### config.mk
export PLATFORM = sky130hd
export DESIGN_NAME = ex_muldiv_flat
export DESIGN_NICKNAME = d
export VERILOG_FILES = /design/src/rtl/ex_muldiv_if.sv /design/src/rtl/ex_muldiv.sv /design/src/flat_wrapper.sv
export SDC_FILE = /design/constraint.sdc
export NUM_CORES = 1
export LEC_CHECK = 0
export BUFFER_PORTS_ARGS = -buffer_cell sky130_fd_sc_hd__buf_2
export CAP_MARGIN = 20
export CORE_UTILIZATION = 30
export DETAILED_ROUTE_END_ITERATION = 16
export GPL_ROUTABILITY_DRIVEN = 1
export GPL_TIMING_DRIVEN = 1
export PLACE_DENSITY_LB_ADDON = 0.12
export SETUP_SLACK_MARGIN = 0.02
export SLEW_MARGIN = 20
export SYNTH_ARGS = -nofsm -noshare
export SYNTH_HDL_FRONTEND = slang
export SYNTH_SLANG_ARGS = --single-unit
export TNS_END_PERCENT = 100
### constraint.sdc
create_clock -name clk -period 5.7 [get_ports clk]
set_clock_uncertainty 0.05 [all_clocks]
set_input_delay 1.14 -clock clk [delete_from_list [all_inputs] [get_ports clk]]
set_output_delay 1.14 -clock clk [all_outputs]
set_load 0.005 [all_outputs]
### src/rtl/ex_muldiv_if.sv
// ID/EX bundle into the multiply/divide unit and its result/stall signals back.
`timescale 1ns/1ps
interface ex_muldiv_if #(
  parameter int XLEN = 32
);
  logic [5:0]      ex_aluop;
  logic [XLEN-1:0] ex_reg1;
  logic [XLEN-1:0] ex_reg2;
  logic [4:0]      ex_wd;
  logic            ex_wreg;
  logic            ignore_id;
  logic            flush;
  logic            stall_req;
  logic            md_valid;
  logic [XLEN-1:0] md_wdata;
  logic [4:0]      md_wd;
  logic            md_wreg;

  modport master (
    output ex_aluop, ex_reg1, ex_reg2, ex_wd, ex_wreg, ignore_id, flush,
    input  stall_req, md_valid, md_wdata, md_wd, md_wreg
  );

  modport slave (
    input  ex_aluop, ex_reg1, ex_reg2, ex_wd, ex_wreg, ignore_id, flush,
    output stall_req, md_valid, md_wdata, md_wd, md_wreg
  );
endinterface

### src/rtl/ex_muldiv.sv
// Iterative RV32M multiply/divide unit for the EX stage (33-cycle shift-add / restoring divide).
// Define MULDIV_EARLY_OUT_EN to finish zero-operand, divide-by-zero and overflow cases in one cycle.
`timescale 1ns/1ps
module ex_muldiv #(
  parameter int XLEN = 32
) (
  input logic        clk,
  input logic        rst,
  ex_muldiv_if.slave bus
);
  localparam logic [1:0] S_IDLE = 2'd0;
  localparam logic [1:0] S_MUL  = 2'd1;
  localparam logic [1:0] S_DIV  = 2'd2;
  localparam logic [1:0] S_DONE = 2'd3;

  localparam logic [2:0] OP_MUL    = 3'd0;
  localparam logic [2:0] OP_MULH   = 3'd1;
  localparam logic [2:0] OP_MULHSU = 3'd2;
  localparam logic [2:0] OP_DIV    = 3'd4;
  localparam logic [2:0] OP_REM    = 3'd6;

  logic [1:0]        r_state;
  logic [5:0]        r_cnt;
  logic [2:0]        r_op;
  logic              r_neg;
  logic              r_div0;
  logic              r_ovf;
  logic [XLEN-1:0]   r_a;
  logic [XLEN-1:0]   r_dividend;
  logic [2*XLEN-1:0] r_acc;
  logic [XLEN-1:0]   r_quo;
  logic [XLEN:0]     r_rem;
  logic [4:0]        r_wd;
  logic              r_wreg;
  logic [XLEN-1:0]   r_md_wdata;
  logic [4:0]        r_md_wd;
  logic              r_md_wreg;

  logic              w_start;
  logic [2:0]        w_op;
  logic              w_sa;
  logic              w_sb;
  logic              w_neg;
  logic              w_div0;
  logic              w_ovf;
  logic [XLEN-1:0]   w_amag;
  logic [XLEN-1:0]   w_bmag;
  logic [XLEN:0]     w_msum;
  logic [2*XLEN-1:0] w_acc_nxt;
  logic [XLEN+1:0]   w_trial;
  logic [XLEN-1:0]   w_quo_nxt;
  logic [XLEN:0]     w_rem_nxt;
  logic [XLEN-1:0]   w_iter_res;
  logic              w_md_valid;

  // Final value from the unsigned magnitudes: apply the latched sign, pick the half or
  // quotient/remainder, then let the divide-by-zero and overflow cases override.
  function automatic logic [XLEN-1:0] f_result(
    input logic [2:0]        op,
    input logic              neg,
    input logic              div0,
    input logic              ovf,
    input logic [XLEN-1:0]   dividend,
    input logic [2*XLEN-1:0] prod,
    input logic [XLEN-1:0]   quo,
    input logic [XLEN-1:0]   rem
  );
    logic [2*XLEN-1:0] sprod;
    logic [XLEN-1:0]   res;
    sprod = neg ? -prod : prod;
    if (!op[2])
      res = (op[1:0] == 2'b00) ? sprod[XLEN-1:0] : sprod[2*XLEN-1:XLEN];
    else if (div0)
      res = op[1] ? dividend : '1;
    else if (ovf)
      res = op[1] ? '0 : {1'b1, {(XLEN-1){1'b0}}};
    else if (op[1])
      res = neg ? -rem : rem;
    else
      res = neg ? -quo : quo;
    return res;
  endfunction

  assign w_start = (r_state == S_IDLE) && (bus.ex_aluop[5:3] == 3'b100) &&
                   !bus.ignore_id && !bus.flush;
  assign w_op    = bus.ex_aluop[2:0];
  assign w_sa    = ((w_op == OP_MULH) || (w_op == OP_MULHSU) || (w_op == OP_DIV) ||
                    (w_op == OP_REM)) && bus.ex_reg1[XLEN-1];
  assign w_sb    = ((w_op == OP_MULH) || (w_op == OP_DIV) || (w_op == OP_REM)) &&
                   bus.ex_reg2[XLEN-1];
  assign w_neg   = (w_op == OP_REM) ? w_sa : (w_sa ^ w_sb);
  assign w_amag  = w_sa ? -bus.ex_reg1 : bus.ex_reg1;
  assign w_bmag  = w_sb ? -bus.ex_reg2 : bus.ex_reg2;
  assign w_div0  = w_op[2] && (bus.ex_reg2 == '0);
  assign w_ovf   = ((w_op == OP_DIV) || (w_op == OP_REM)) &&
                   (bus.ex_reg1 == {1'b1, {(XLEN-1){1'b0}}}) && (bus.ex_reg2 == '1);

`ifdef MULDIV_EARLY_OUT_EN
  logic            w_early;
  logic [XLEN-1:0] w_early_res;
  assign w_early     = (!w_op[2] && ((bus.ex_reg1 == '0) || (bus.ex_reg2 == '0))) ||
                       w_div0 || w_ovf;
  assign w_early_res = f_result(w_op, w_neg, w_div0, w_ovf, bus.ex_reg1, '0, '0, '0);
`endif

  // Multiplier sits in the low half of the accumulator and is consumed LSB first.
  assign w_msum    = {1'b0, r_acc[2*XLEN-1:XLEN]} + {1'b0, (r_acc[0] ? r_a : '0)};
  assign w_acc_nxt = {w_msum, r_acc[XLEN-1:1]};

  // Restoring step: the borrow out of the trial subtraction decides the quotient bit.
  assign w_trial   = {r_rem, r_quo[XLEN-1]} - {2'b00, r_acc[XLEN-1:0]};
  assign w_quo_nxt = {r_quo[XLEN-2:0], !w_trial[XLEN+1]};
  assign w_rem_nxt = w_trial[XLEN+1] ? {r_rem[XLEN-1:0], r_quo[XLEN-1]} : w_trial[XLEN:0];

  assign w_iter_res = f_result(r_op, r_neg, r_div0, r_ovf, r_dividend,
                               w_acc_nxt, w_quo_nxt, w_rem_nxt[XLEN-1:0]);

  assign w_md_valid    = (r_state == S_DONE) && !bus.flush;
  assign bus.md_valid  = w_md_valid;
  assign bus.md_wdata  = r_md_wdata;
  assign bus.md_wd     = r_md_wd;
  assign bus.md_wreg   = r_md_wreg && w_md_valid;
  assign bus.stall_req = w_start || (r_state == S_MUL) || (r_state == S_DIV);

  always_ff @(posedge clk) begin
    if (rst) begin
      r_state    <= S_IDLE;
      r_cnt      <= '0;
      r_op       <= '0;
      r_neg      <= 1'b0;
      r_div0     <= 1'b0;
      r_ovf      <= 1'b0;
      r_a        <= '0;
      r_dividend <= '0;
      r_acc      <= '0;
      r_quo      <= '0;
      r_rem      <= '0;
      r_wd       <= '0;
      r_wreg     <= 1'b0;
      r_md_wdata <= '0;
      r_md_wd    <= '0;
      r_md_wreg  <= 1'b0;
    end else begin
      case (r_state)
        S_IDLE: begin
          if (w_start) begin
            r_op       <= w_op;
            r_neg      <= w_neg;
            r_div0     <= w_div0;
            r_ovf      <= w_ovf;
            r_a        <= w_amag;
            r_dividend <= bus.ex_reg1;
            r_acc      <= {{XLEN{1'b0}}, w_bmag};
            r_quo      <= w_amag;
            r_rem      <= '0;
            r_wd       <= bus.ex_wd;
            r_wreg     <= bus.ex_wreg;
            r_cnt      <= 6'd32;
            r_state    <= w_op[2] ? S_DIV : S_MUL;
`ifdef MULDIV_EARLY_OUT_EN
            if (w_early) begin
              r_state    <= S_DONE;
              r_md_wdata <= w_early_res;
              r_md_wd    <= bus.ex_wd;
              r_md_wreg  <= bus.ex_wreg;
            end
`endif
          end
        end
        S_MUL, S_DIV: begin
          if (bus.flush) begin
            r_state <= S_IDLE;
          end else begin
            if (r_state == S_MUL) begin
              r_acc <= w_acc_nxt;
            end else begin
              r_quo <= w_quo_nxt;
              r_rem <= w_rem_nxt;
            end
            r_cnt <= r_cnt - 6'd1;
            // The last iteration's result is registered straight into the output stage.
            if (r_cnt == 6'd1) begin
              r_state    <= S_DONE;
              r_md_wdata <= w_iter_res;
              r_md_wd    <= r_wd;
              r_md_wreg  <= r_wreg;
            end
          end
        end
        default: r_state <= S_IDLE;
      endcase
    end
  end
endmodule

### src/flat_wrapper.sv
// flat-port wrapper written by rule: the top's interface ports become plain ports
module ex_muldiv_flat 
#(
  parameter int XLEN = 32
)
  (clk, rst, bus_ex_aluop, bus_ex_reg1, bus_ex_reg2, bus_ex_wd, bus_ex_wreg, bus_ignore_id, bus_flush, bus_stall_req, bus_md_valid, bus_md_wdata, bus_md_wd, bus_md_wreg);
  ex_muldiv_if #(.XLEN(XLEN)) bus_i ();
  input logic clk;
  input logic rst;
  input wire logic [$bits(bus_i.ex_aluop)-1:0] bus_ex_aluop;
  input wire logic [$bits(bus_i.ex_reg1)-1:0] bus_ex_reg1;
  input wire logic [$bits(bus_i.ex_reg2)-1:0] bus_ex_reg2;
  input wire logic [$bits(bus_i.ex_wd)-1:0] bus_ex_wd;
  input wire logic [$bits(bus_i.ex_wreg)-1:0] bus_ex_wreg;
  input wire logic [$bits(bus_i.ignore_id)-1:0] bus_ignore_id;
  input wire logic [$bits(bus_i.flush)-1:0] bus_flush;
  output wire logic [$bits(bus_i.stall_req)-1:0] bus_stall_req;
  output wire logic [$bits(bus_i.md_valid)-1:0] bus_md_valid;
  output wire logic [$bits(bus_i.md_wdata)-1:0] bus_md_wdata;
  output wire logic [$bits(bus_i.md_wd)-1:0] bus_md_wd;
  output wire logic [$bits(bus_i.md_wreg)-1:0] bus_md_wreg;
  assign bus_i.ex_aluop = bus_ex_aluop;
  assign bus_i.ex_reg1 = bus_ex_reg1;
  assign bus_i.ex_reg2 = bus_ex_reg2;
  assign bus_i.ex_wd = bus_ex_wd;
  assign bus_i.ex_wreg = bus_ex_wreg;
  assign bus_i.ignore_id = bus_ignore_id;
  assign bus_i.flush = bus_flush;
  assign bus_stall_req = bus_i.stall_req;
  assign bus_md_valid = bus_i.md_valid;
  assign bus_md_wdata = bus_i.md_wdata;
  assign bus_md_wd = bus_i.md_wd;
  assign bus_md_wreg = bus_i.md_wreg;
  ex_muldiv #(.XLEN(XLEN)) u_core (.clk(clk), .rst(rst), .bus(bus_i));
endmodule
==> results by group <==
STA
  • Max-slew violation count: 0
  • Number of setup violations in the final report: 0
  • Worst slew slack as a fraction of its limit: between 20% and 30%
  • RSZ-0062 raised after global routing: no
  • Peak Freq: between 0.15 and 0.2 GHz
  • Least setup slack across all paths after layout: roughly 0.47 ns
  • Final critical path time including I/O delays and setup: 5.23 ns
  • Fin Setup TNS: 0 ns
  • Worst slew pin tran: approximately 1.1 ns
  • Endpoints failing hold: 0
  • Final critical-path share of the clock period: 91.8%

Setup path
  • Cell family with the largest share of critical-path delay: compound AO/OA/AOI/OAI gates
  • Launch point of the worst path: u_core.r_acc[22]$_SDFFE_PP0P_
  • Cell count of the worst reg-to-reg path: 23
  • WP data required: between 6 and 7 ns
  • Crit Reg-Reg Endpoint: u_core.bus.md_wdata[24]$_SDFFE_PP0P_
  • Crit path arrival time: approximately 5.7 ns
  • Delay of the slowest cell on the worst path: 0.40 ns
  • Startpoint type of the worst setup path: flop
  • Cells along the critical path: inv_1, ha_1, and4_1, nor3b_1, o41ai_2, buf_4, a21o_1, a31oi_2, nor2_4, mux2_2, inv_1, ha_1, nand2_1, a2111oi_1, buf_4, nand3_1, nor2_1, a41oi_1, buf_4, o41ai_2, xnor2_1, a21oi_1, nor4_1
  • Startpoint of the worst register-to-register path: u_core.r_acc[22]$_SDFFE_PP0P_
  • Buffer and inverter count on the worst path: 5
  • CP Class: flop to flop
  • Worst-case register-to-register setup slack: ~0.47 ns
  • Critical Path End Type: flop
  • Cell at the slowest stage of the critical path: sky130_fd_sc_hd__o41ai_2
  • Most frequent cell on the critical path: sky130_fd_sc_hd__buf_4
  • Highest fanout seen on the critical path: 7

Clock network
  • TritonCTS clock tree: built
  • Reg clk slew, reported paths: roughly 0.06 ns
  • Clk sink count: between 200 and 300
  • Clock root cell: sky130_fd_sc_hd__clkbuf_16
  • Clk Latency, worst-skew pair: 0.57 ns
  • Number of buffers created by CTS: 36
  • Hold-fix buffers, CTS: 0
  • Clock Tree Buf Depth: 3
  • Number of levels the H-tree was split into: 2

Cells and area
  • Fraction of layout cells with a size suffix above 1: between 10% and 20%
  • Number of non-filler instances in the completed layout: between 3k and 4k
  • Most common cell after layout, fill and taps aside: sky130_fd_sc_hd__nand2_1
  • Synth-to-Final Area Change: 15.7%
  • Commonest cells after routing, fill and taps aside: sky130_fd_sc_hd__nand2_1 (463), sky130_fd_sc_hd__a21oi_1 (286), sky130_fd_sc_hd__nor2_1 (266)
  • Fillers: 7209
  • Post-layout nets: 3121

Yosys
  • Share of async-settable or async-resettable flops after synthesis: 0%
  • Cell Area, Synth: just over 0.02 sq mm
  • Synth top area share: between 20 and 25%
  • Synthesized instance count: between 2k and 3k
  • Synthesized area divided by synthesized cell count: between 7 and 8 sq um
  • Main flop type after synthesis: sky130_fd_sc_hd__dfxtp_1
  • Number of distinct library cells after synthesis: 95
  • #FFs+latches synth: 250
  • Number of enable-type register cells in the synthesized netlist: 0
  • Syn nets: around 3k
  • Top cell type by total area after synthesis: sky130_fd_sc_hd__dfxtp_1
  • Sequential-to-total area share from yosys stat: roughly a quarter
  • Main area contributors after synthesis: sky130_fd_sc_hd__dfxtp_1 (25%), sky130_fd_sc_hd__nand2_1 (8.5%), sky130_fd_sc_hd__a21oi_1 (7.1%), sky130_fd_sc_hd__nor2_1 (5.0%), sky130_fd_sc_hd__ha_1 (4.7%)
  • Number of warnings reported in the yosys synthesis log: 0

Placed design
  • Post-detail-place hpwl: 76000 um
  • Number of buffers inserted by port buffering: between 100 and 150
  • Cell count after placement: between 3k and 4k
  • Worst setup slack before clock tree synthesis: about 0.26 ns
  • Weighted congestion reported at the end of routability-driven placement: 0.963

Outcome
  • Run status: complete, no violations

GRT
  • Number of antenna violations at the first check in global routing: 6
  • Global-route wire length before repair: 145000 um
  • Total grt overflow: 0
  • Overall global routing resource usage: about 28%
  • Largest net degree at the start of global routing: 103
  • Via count of the first global-routing pass: 21.6k

Route
  • Post-DRT Antenna Nets: 0
  • DR vias: between 20k and 25k
  • DRC violation count after routing: 0
  • DRT Pass-1 Iters: 6
  • Average routed wire per standard cell: about 25 um
  • Total wirelength of the detailed-routed design: slightly below 100000 um
  • DRT iter0 DRCs: 1865
  • Mean number of vias per cell: slightly below 6

Die
  • Starting density of the core: a little under a third
  • Die extent in x: between 200 and 300 um
  • Num rows: 95
  • Vertical extent of the die: roughly 260 um
  • Die area: 0.0689 sq mm
  • Count of pins on the block boundary: 120
  • Area of the placeable core: approximately 0.067 sq mm

Hold path
  • Terminating pin of the worst hold path: u_core.r_wd[1]$_SDFFE_PP0P_
  • Min-Delay Path Depth: 2
  • Worst hold path type: flop to flop
  • Hold path startpoint: u_core.r_wd[1]$_SDFFE_PP0P_

Flow run
  • # Max-Cap Violations: 0
==> through the flow <==
step                      cell area [sq um]  utilization [%]  hold WS, ns
after floorplan                       20400                -        0.381
after global placement                22200             33.1        0.390
after detailed placement              22200             33.1        0.396
after CTS                             23500             35.0        0.405
after global routing                  23500             35.0        0.427
final                                 23500             35.0        0.407
==> synthesized netlist by cell type, types with 12 or more instances <==
cell,n
sky130_fd_sc_hd__nor4_1,29
sky130_fd_sc_hd__inv_1,76
sky130_fd_sc_hd__or3_1,33
sky130_fd_sc_hd__and3_1,20
sky130_fd_sc_hd__a21oi_1,287
sky130_fd_sc_hd__xor2_1,67
sky130_fd_sc_hd__nor2_1,270
sky130_fd_sc_hd__nand3_1,52
sky130_fd_sc_hd__nand4_1,28
sky130_fd_sc_hd__o211ai_1,22
sky130_fd_sc_hd__a22oi_1,62
sky130_fd_sc_hd__a211oi_1,69
sky130_fd_sc_hd__nand2b_1,24
sky130_fd_sc_hd__or2_2,15
sky130_fd_sc_hd__dfxtp_1,250
sky130_fd_sc_hd__or4_1,19
sky130_fd_sc_hd__o21bai_1,12
sky130_fd_sc_hd__xnor2_1,106
sky130_fd_sc_hd__o31ai_1,45
sky130_fd_sc_hd__a31oi_1,40
sky130_fd_sc_hd__ha_1,77
sky130_fd_sc_hd__nand2_1,463
sky130_fd_sc_hd__o21a_1,18
sky130_fd_sc_hd__nor3_1,82
sky130_fd_sc_hd__o221ai_1,12
sky130_fd_sc_hd__mux2i_1,15
sky130_fd_sc_hd__mux2_2,12
sky130_fd_sc_hd__o21ai_0,188
sky130_fd_sc_hd__o41ai_1,19
sky130_fd_sc_hd__nor2b_1,15
sky130_fd_sc_hd__a21o_1,30
sky130_fd_sc_hd__and2_1,54
sky130_fd_sc_hd__clkbuf_1,173
==> flip-flops by register name, indices dropped and copies added (netlist names), 5 cells and up <==
name,count
u_core.r_acc,64
u_core.r_rem,33
u_core.bus.md_wdata,32
u_core.r_dividend,32
u_core.r_quo,32
u_core.r_a,31
u_core.r_cnt,6
u_core.bus.md_wd,5
u_core.r_wd,5
==> worst reg2reg max path, cell delays in order (launching register included) <==
cell                        delay, ns
sky130_fd_sc_hd__dfxtp_1         0.34
sky130_fd_sc_hd__inv_1           0.06
sky130_fd_sc_hd__ha_1            0.38
sky130_fd_sc_hd__and4_1          0.31
sky130_fd_sc_hd__nor3b_1         0.18
sky130_fd_sc_hd__o41ai_2         0.40
sky130_fd_sc_hd__buf_4           0.20
sky130_fd_sc_hd__a21o_1          0.16
sky130_fd_sc_hd__a31oi_2         0.13
sky130_fd_sc_hd__nor2_4          0.19
sky130_fd_sc_hd__mux2_2          0.38
sky130_fd_sc_hd__inv_1           0.07
sky130_fd_sc_hd__ha_1            0.20
sky130_fd_sc_hd__nand2_1         0.07
sky130_fd_sc_hd__a2111oi_1       0.27
sky130_fd_sc_hd__buf_4           0.19
sky130_fd_sc_hd__nand3_1         0.11
sky130_fd_sc_hd__nor2_1          0.17
sky130_fd_sc_hd__a41oi_1         0.22
sky130_fd_sc_hd__buf_4           0.23
sky130_fd_sc_hd__o41ai_2         0.36
sky130_fd_sc_hd__xnor2_1         0.16
sky130_fd_sc_hd__a21oi_1         0.08
sky130_fd_sc_hd__nor4_1          0.27
==> kinds of logic (layout without fill, tap and decap cells) <==
kind of cell               count (synthesis)  in the layout  synth area share (%)
AOI/OAI and AO/OA                        947            947                  30.5
xor gates and xnor gates                 173            173                  7.45
adders and majority gates                 79             79                  4.93
buffers and inverters                    274            368                  5.17
DFF                                      250            250                  24.6
muxes                                     28             28                  1.51
other                                      0              1                     0
and+or+nand+nor                         1142           1142                  25.9
==> routing by layer <==
layer	share of wire, %	up-vias	global-route usage [%]	wire length [um]
li1	-	10638	-	-
met4	3.7	10	9.84	3610
met1	44	11086	37.1	43600
met2	45	882	44.4	44200
met5	0.058	-	0	57
met3	7.1	186	5.13	7020
==> worst max-delay path by stage <==
stage                                                end  cells after the start  slack [ns]
finish              u_core.bus.md_wdata[24]$_SDFFE_PP0P_                     23        0.47
detailed placement  u_core.bus.md_wdata[24]$_SDFFE_PP0P_                     23        0.26
global placement    u_core.bus.md_wdata[24]$_SDFFE_PP0P_                     23        0.23
floorplan           u_core.bus.md_wdata[30]$_SDFFE_PP0P_                     24        0.33
CTS                 u_core.bus.md_wdata[24]$_SDFFE_PP0P_                     23        0.27
global route        u_core.bus.md_wdata[24]$_SDFFE_PP0P_                     23       0.008
==> layout make-up <==
type	instances	area, sq um	share of cell area, %
well taps	873	1090	4.64
flip-flops and latches	250	5010	21.3
clock buffers	51	1060	4.50
repair buffers	228	1450	6.15
clock inverters	12	226	0.962
inverters	77	289	1.23
multi-input cells	2369	14400	61.2
diodes	1	2.50	0.0106
==> what timing repair did <==
item | 4_1_cts | 5_1_grt
gates resized for setup | 0 | 7
endpoints found under the setup margin | 0 | 5
setup buffers | 0 | 0
Power is left out: the tool's default activity adds up to more than one toggle a clock period on the data nets, which glitch-free logic cannot reach.
